`config.mk`:
```
export PLATFORM = sky130hd
export DESIGN_NAME = fifo_word_reader_flat
export DESIGN_NICKNAME = d
export VERILOG_FILES = /design/src/rtl/fifo_word_reader_if.sv /design/src/rtl/fifo_word_reader.sv /design/src/flat_wrapper.sv
export SDC_FILE = /design/constraint.sdc
export NUM_CORES = 1
export LEC_CHECK = 0
export CAP_MARGIN = 20
export CORE_MARGIN = 1
export CORE_UTILIZATION = 48
export DETAILED_ROUTE_END_ITERATION = 6
export PLACE_DENSITY = 0.83
export SYNTH_ARGS = -nofsm -noshare
export SYNTH_HDL_FRONTEND = slang
export SYNTH_SLANG_ARGS = --single-unit
export TNS_END_PERCENT = 100
```
`constraint.sdc`:
```
create_clock -name clk -period 2.8 [get_ports clk]
set_clock_uncertainty 0.1 [all_clocks]
set_input_delay 0.56 -clock clk [delete_from_list [all_inputs] [get_ports clk]]
set_output_delay 0.56 -clock clk [all_outputs]
set_load 0.05 [all_outputs]
```
`src/rtl/fifo_word_reader_if.sv`:
```
// Word-side valid/ready bundle of fifo_word_reader.
// m_bytes carries the valid byte count of m_data.
interface fifo_word_reader_if #(
  parameter int BYTES = 4
);
  localparam int CW = $clog2(BYTES) + 1;

  logic [8*BYTES-1:0] m_data;
  logic [CW-1:0]      m_bytes;
  logic               m_valid;
  logic               m_ready;

  modport master (
    output m_data,
    output m_bytes,
    output m_valid,
    input  m_ready
  );

  modport slave (
    input  m_data,
    input  m_bytes,
    input  m_valid,
    output m_ready
  );
endinterface

```
`src/rtl/fifo_word_reader.sv`:
```
// Drains an 8-bit fifo and packs BYTES bytes little-endian into a word.
// Define FLUSH_TIMEOUT_EN to flush partial words after FLUSH_CYCLES idle.
module fifo_word_reader #(
  parameter int BYTES        = 4,
  parameter int FLUSH_CYCLES = 16
) (
  input  logic              clk,
  input  logic              resetn,
  input  logic              fifo_isempty,
  input  logic              fifo_wr_busy,
  input  logic [7:0]        rdata,
  output logic              o_rreq,
  fifo_word_reader_if.master m
);

  localparam int CW = $clog2(BYTES) + 1;

  localparam logic [1:0] S_IDLE = 2'd0;
  localparam logic [1:0] S_RD   = 2'd1;
  localparam logic [1:0] S_CAP  = 2'd2;
  localparam logic [1:0] S_OUT  = 2'd3;

  localparam logic [CW-1:0] FULL = CW'(BYTES);
  localparam logic [CW-1:0] LAST = CW'(BYTES - 1);

  if (BYTES < 2 || BYTES > 8 || FLUSH_CYCLES < 1) begin : g_bad_cfg
    $error("fifo_word_reader: bad BYTES/FLUSH_CYCLES");
  end

  logic [1:0]         state_q, state_d;
  logic [CW-1:0]      cnt_q, cnt_d;
  logic [CW-1:0]      bytes_q, bytes_d;
  logic [8*BYTES-1:0] data_q, data_d;
  logic               go_rd;
  logic               tmr_hit;

  assign go_rd = !fifo_isempty && !fifo_wr_busy;

`ifdef FLUSH_TIMEOUT_EN
  localparam int TW = $clog2(FLUSH_CYCLES + 1);

  logic [TW-1:0] tmr_q, tmr_d;
  logic          tmr_run;

  // Only a starved partial word ages; any activity restarts the count
  assign tmr_run = (state_q == S_IDLE) && (cnt_q != '0)
                && fifo_isempty;
  assign tmr_hit = tmr_run && (tmr_q == TW'(FLUSH_CYCLES - 1));

  always_comb begin
    tmr_d = '0;
    if (tmr_run && !tmr_hit) tmr_d = tmr_q + 1'b1;
  end

  always_ff @(posedge clk) begin
    if (resetn) tmr_q <= '0;
    else        tmr_q <= tmr_d;
  end
`else
  assign tmr_hit = 1'b0;
`endif

  always_comb begin
    state_d = state_q;
    cnt_d   = cnt_q;
    bytes_d = bytes_q;
    data_d  = data_q;
    unique case (1'b1)
      (state_q == S_IDLE): begin
        if (go_rd) begin
          state_d = S_RD;
        end else if (tmr_hit) begin
          state_d = S_OUT;
          bytes_d = cnt_q;
        end
      end
      (state_q == S_RD): begin
        state_d = fifo_wr_busy ? S_IDLE : S_CAP;
      end
      (state_q == S_CAP): begin
        for (int i = 0; i < BYTES; i++) begin
          if (cnt_q == CW'(i)) data_d[8*i +: 8] = rdata;
        end
        cnt_d = cnt_q + 1'b1;
        if (cnt_q == LAST) begin
          state_d = S_OUT;
          bytes_d = FULL;
        end else begin
          state_d = S_IDLE;
        end
      end
      (state_q == S_OUT): begin
        if (m.m_ready) begin
          state_d = S_IDLE;
          cnt_d   = '0;
          bytes_d = '0;
          data_d  = '0;
        end
      end
      default: state_d = S_IDLE;
    endcase
  end

  always_ff @(posedge clk) begin
    if (resetn) begin
      state_q <= S_IDLE;
      cnt_q   <= '0;
      bytes_q <= '0;
      data_q  <= '0;
    end else begin
      state_q <= state_d;
      cnt_q   <= cnt_d;
      bytes_q <= bytes_d;
      data_q  <= data_d;
    end
  end

  assign o_rreq    = (state_q == S_RD);
  assign m.m_valid = (state_q == S_OUT);
  assign m.m_data  = data_q;
  assign m.m_bytes = bytes_q;

endmodule

```
`src/flat_wrapper.sv`:
```
// flat-port wrapper written by rule: the top's interface ports become plain ports
module fifo_word_reader_flat 
#(
  parameter int BYTES        = 4,
  parameter int FLUSH_CYCLES = 16
)
  (clk, resetn, fifo_isempty, fifo_wr_busy, rdata, o_rreq, m_m_data, m_m_bytes, m_m_valid, m_m_ready);
  fifo_word_reader_if #(.BYTES(BYTES)) m_i ();
  input  logic clk;
  input  logic resetn;
  input  logic fifo_isempty;
  input  logic fifo_wr_busy;
  input  logic [7:0] rdata;
  output logic o_rreq;
  output wire logic [$bits(m_i.m_data)-1:0] m_m_data;
  output wire logic [$bits(m_i.m_bytes)-1:0] m_m_bytes;
  output wire logic [$bits(m_i.m_valid)-1:0] m_m_valid;
  input wire logic [$bits(m_i.m_ready)-1:0] m_m_ready;
  assign m_m_data = m_i.m_data;
  assign m_m_bytes = m_i.m_bytes;
  assign m_m_valid = m_i.m_valid;
  assign m_i.m_ready = m_m_ready;
  fifo_word_reader #(.BYTES(BYTES), .FLUSH_CYCLES(FLUSH_CYCLES)) u_core (.clk(clk), .resetn(resetn), .fifo_isempty(fifo_isempty), .fifo_wr_busy(fifo_wr_busy), .rdata(rdata), .o_rreq(o_rreq), .m(m_i));
endmodule
```
# ---- Yosys cells after proc, flatten, opt, wreduce, memory -nomap -nowiden
# Index checks and enable logic that the tools add are counted.
dict set report word_totals {
  register_bits 40
  output_inout_bits 37
}
dict set report op_classes {
  n_addsub 1
  n_eq_ne 12
  mux 15
  reduce_logical 12
}
# op count
set op_table {}
lappend op_table {{$pmux W32 S2} 1}
lappend op_table {{$mux W32} 1}
lappend op_table {{$mux W8} 4}
lappend op_table {{$pmux W3 S2} 2}
lappend op_table {{$reduce_and A3 Y1} 4}
lappend op_table {{$mux W2} 4}
lappend op_table {{$ne A2 B2 Y1 const B} 4}
lappend op_table {{$pmux W2 S4} 1}
lappend op_table {{$eq A3 B2 Y1 const B} 2}
lappend op_table {{$mux W3} 2}
lappend op_table {{$eq A2 B2 Y1 const B} 2}
lappend op_table {{$ne A2 B1 Y1 const B} 2}
lappend op_table {{$reduce_and A2 Y1} 2}
lappend op_table {{$add A3 B1 Y3 const B} 1}
lappend op_table {{$eq A3 B1 Y1 const B} 1}
lappend op_table {{$logic_not A3 Y1} 1}
lappend op_table {{$eq A2 B1 Y1 const B} 1}
lappend op_table {{$logic_not A1 Y1} 2}
lappend op_table {{$logic_not A2 Y1} 1}
lappend op_table {{$reduce_bool A2 Y1} 1}
lappend op_table {{$logic_and A1 B1 Y1} 1}

# ---- Longest topological paths before layout
dict set report depth {
  ltp_word 4
  mapped_depth 6
}

# ---- Worst setup path before layout
# Ideal clock, no wire load.
dict set report synth_timing {
  path_type {register to output}
  from {register u_core.state_q[0]}
  to {output o_rreq}
  arrival_ns 1.220
  required_ns 2.140
  setup_slack_ns 0.920
  path_stages_with_launch 3
  path_buffers 1
  path_cell_list {dfxtp_1 > buf_4 > nor2b_1}
}
dict set report synth_between {
  elab_chain_len 1
}
# item line
set synth_lines {}
lappend synth_lines {{from (decl)} fifo_word_reader.sv:30} ;# logic [1:0] state_q, state_d;
lappend synth_lines {{from (signal assigned)} fifo_word_reader.sv:111} ;# state_q <= state_d;
lappend synth_lines {{$eq A2 B1 Y1} fifo_word_reader.sv:118} ;# assign o_rreq = (state_q == S_RD);
lappend synth_lines {{to (decl)} flat_wrapper.sv:14} ;# output logic o_rreq;
# Every way passes these cells.

# ---- Worst setup path in the final report
dict set report layout_timing {
  from {register u_core.state_q[1]}
  to {output m_m_valid}
}
dict set report layout_between {
  elab_chain_len 1
}
# item line
set layout_lines {}
lappend layout_lines {{$eq A2 B2 Y1} fifo_word_reader.sv:119} ;# assign m.m_valid = (state_q == S_OUT);
lappend layout_lines {{to (decl)} flat_wrapper.sv:17} ;# output wire logic [$bits(m_i.m_valid)-1:0] m_m_valid;
# Every way passes these cells.

==> impl_metrics.env <==
export IMPL_period_share_pct=93.9
export IMPL_outcome="finished clean"
export IMPL_gr_total_overflow=0
export IMPL_final_hold_viol_count=0
export IMPL_path_class="flip-flop to output port"
export IMPL_cp_slowest_stage_delay_ns=0.80
export IMPL_hold_class="flip-flop to flip-flop"
export IMPL_reg2regPathDepth=5
export IMPL_post_dp_hpwl_mm=2.61
export IMPL_diodes_inserted=0
export IMPL_clock_root_buffer="sky130_fd_sc_hd__clkbuf_4"
export IMPL_placement_cell_area_sq_um=1980
export IMPL_endpoint_kind="output port"
export IMPL_clock_latency_ns=0.34
export IMPL_post_synth_inst_count=133
export IMPL_final_setup_worst_slack_ns=0.171
export IMPL_grt_setup_unrepaired="false"
export IMPL_synthFlopType="sky130_fd_sc_hd__dfxtp_1"
export IMPL_power_density_cell_area_nw_per_um2=467
export IMPL_critPathSlowestCell="sky130_fd_sc_hd__clkdlybuf4s50_1"
export IMPL_port_buffers=47
export IMPL_gp_routability_congestion=0.797
export IMPL_timing_critical_path_arrival_ns=1.97
export IMPL_post_synth_top_count_cell="sky130_fd_sc_hd__dfxtp_1"
export IMPL_cts_setup_buffers=0
export IMPL_synthToLayoutAreaGrowth_pct=35.1
export IMPL_syn_mean_instance_area_sq_um=11.4
export IMPL_largest_net_degree_at_the_start_of_global_routing=17
export IMPL_drv_max_cap_violation_count=0
export IMPL_layout_drive_gt1_share_pct=8.89
export IMPL_wl_per_cell_um=15.5
export IMPL_grt_pass1_wl_mm=5.44
export IMPL_crit_fanout=16
export IMPL_pre_cts_slack_ns=0.557
export IMPL_area_of_the_core_sq_um=3030
export IMPL_post_route_setup_tns_ns=0
export IMPL_detail_route_drc_violations=0
export IMPL_cts_htree_levels=2
export IMPL_synth_commonest_cells="sky130_fd_sc_hd__dfxtp_1, sky130_fd_sc_hd__a22o_1, sky130_fd_sc_hd__nor2b_1"
export IMPL_worst_ir_drop_vdd_uv=222
export IMPL_clock_sinks=38
export IMPL_final_antenna_net_count=0
export IMPL_hold_path_cell_count=1
export IMPL_clk_pin_slew_ns=0.11
export IMPL_ctsHoldBuffers=0
export IMPL_cts_inserted_buffers=5
export IMPL_timing_critical_path_cells="and2_1 -> clkdlybuf4s50_1"
export IMPL_track_usage_pct=21.8
export IMPL_max_slew_margin_pct=65.4
export IMPL_synth_area_top_cells="sky130_fd_sc_hd__dfxtp_1, sky130_fd_sc_hd__a22o_1, sky130_fd_sc_hd__ha_1"
export IMPL_finish_instance_area_sq_um=2040
export IMPL_asyncSetResetFlopFracSynth_pct=0
export IMPL_number_of_enable_type_register_cells_in_the_synthesized_netlist=0
export IMPL_floorplan_die_area_sq_um=3380
export IMPL_postSynthRegisterBits=38
export IMPL_drt_pass1_iterations=5
export IMPL_seq_area_frac_synth_pct=50.3
export IMPL_layout_min_cycle_time_ns=2.63
export IMPL_finalSetupViolCount=0
export IMPL_worstMarginPinSlew_ns=0.517
export IMPL_first_global_vias=1194
export IMPL_clk_path_buf_depth=2
export IMPL_die_width_um=58.1
export IMPL_ctsResizeCount=0
export IMPL_ff2ff_setup_slack_ns=1.04
export IMPL_via_count=1212
export IMPL_cts_tree="yes"
export IMPL_crit_buf_inv=1
export IMPL_synth_cell_types=28
export IMPL_detail_route_vias_per_cell=5.41
export IMPL_syn_cell_area_sq_um=1510
export IMPL_drtIter0Drc=20
export IMPL_power_leakage_nw=0.777
export IMPL_std_cell_rows=20
export IMPL_worstPathRequired_ns=2.14
export IMPL_cp_start_kind="flip-flop"
export IMPL_max_freq_mhz=380
export IMPL_number_of_nets_at_the_end_of_the_flow=197
export IMPL_slew_violations=0
export IMPL_floorplan_initialDensity_pct=50.0
export IMPL_floorplan_io_pins=50
export IMPL_report_power_total_mw=0.955
export IMPL_worst_path_stages=2
export IMPL_synth_warnings=0
export IMPL_wirelength_mm=3.46
export IMPL_synth_top_cell_by_area="sky130_fd_sc_hd__dfxtp_1"
export IMPL_area_share_of_the_largest_cell_type_after_synthesis_pct=50.3
export IMPL_cp_top_family="buffers and inverters"
export IMPL_initial_antenna_violation_count=0
export IMPL_die_height_um=58.1
flip-flops by register name, summed over array words and instances, names as in the netlist:
name	flops
u_core.state_q	2
u_core.cnt_q	3
u_core.m.m_bytes	1
u_core.m.m_data	32
path summary, 6_finish.rpt:
kind / from / end
worst min register to register: u_core.m.m_data[2] / u_core.m.m_data[2]
worst max register to register: u_core.cnt_q[0] / u_core.m.m_data[23]
worst max-delay path: u_core.state_q[1] / m_m_valid
worst min-delay path: u_core.m.m_data[2] / u_core.m.m_data[2]
kinds of logic (layout without fill, tap and decap cells):
logic type               count (synthesis)  count (layout)  synth area share [%]
AO/OA/AOI/OAI                           44              44                  24.2
flip-flops                              38              38                  50.3
AND/OR/NAND/NOR                         29              29                  14.6
buffers and inverters                   15              61                  5.62
adder cells (fa/ha/maj)                  5               5                  4.14
other                                    1               2                 0.248
multiplexers                             1               1                 0.992
layout make-up:
class / instances / area [sq um]
Sequential cell: 38 / 761
Multi-Input combinational cell: 81 / 671
Clock inverter: 1 / 5.00
Tap cell: 44 / 55.1
Fill cell: 256 / 985
Inverter: 5 / 18.8
Clock buffer: 7 / 55.1
Timing Repair Buffer: 48 / 478
stage by stage:
stage | hold WS (ns) | cells | util (%)
after floorplan | 0.384 | 134 | -
after global placement | 0.357 | 216 | 65.5
after detailed placement | 0.353 | 216 | 65.5
after CTS | 0.385 | 224 | 67.5
after global routing | 0.399 | 224 | 67.5
final | 0.386 | 224 | 67.5
where the power goes:
group	internal, mW	switching, mW	total (mW)	leakage, nW
Combinational	0.0426	0.0607	0.103	0.435
Clock	0.122	0.174	0.296	0.0353
Sequential	0.547	0.00928	0.556	0.307
Total	0.711	0.244	0.955	0.777
layout by cell type, fill, tap and decap left out, types with 2 or more instances in the layout:
| master | Yosys | layout |
|---|---|---|
| sky130_fd_sc_hd__a21oi_1 | 5 | 5 |
| sky130_fd_sc_hd__a22o_1 | 31 | 31 |
| sky130_fd_sc_hd__and2_1 | 2 | 2 |
| sky130_fd_sc_hd__and4bb_2 | 2 | 2 |
| sky130_fd_sc_hd__clkbuf_4 | 0 | 5 |
| sky130_fd_sc_hd__clkdlybuf4s50_1 | 0 | 47 |
| sky130_fd_sc_hd__conb_1 | 1 | 2 |
| sky130_fd_sc_hd__dfxtp_1 | 38 | 38 |
| sky130_fd_sc_hd__ha_1 | 5 | 5 |
| sky130_fd_sc_hd__inv_1 | 5 | 5 |
| sky130_fd_sc_hd__nand2_1 | 3 | 3 |
| sky130_fd_sc_hd__nand2b_1 | 2 | 2 |
| sky130_fd_sc_hd__nor2_1 | 2 | 2 |
| sky130_fd_sc_hd__nor2b_1 | 10 | 10 |
| sky130_fd_sc_hd__nor3_4 | 3 | 3 |
| sky130_fd_sc_hd__o21ai_0 | 3 | 3 |
per-layer routing:
metal,part of all wire [%],up-vias,GRT usage [%],wire length [um]
met5,0,-,0,0
met2,51,40,36.5,1750
li1,-,578,-,-
met4,1.3,0,9.18,45
met3,5.1,4,6.92,176
met1,43,590,25.8,1490
Note: power is estimated with default switching activity, not from simulation.
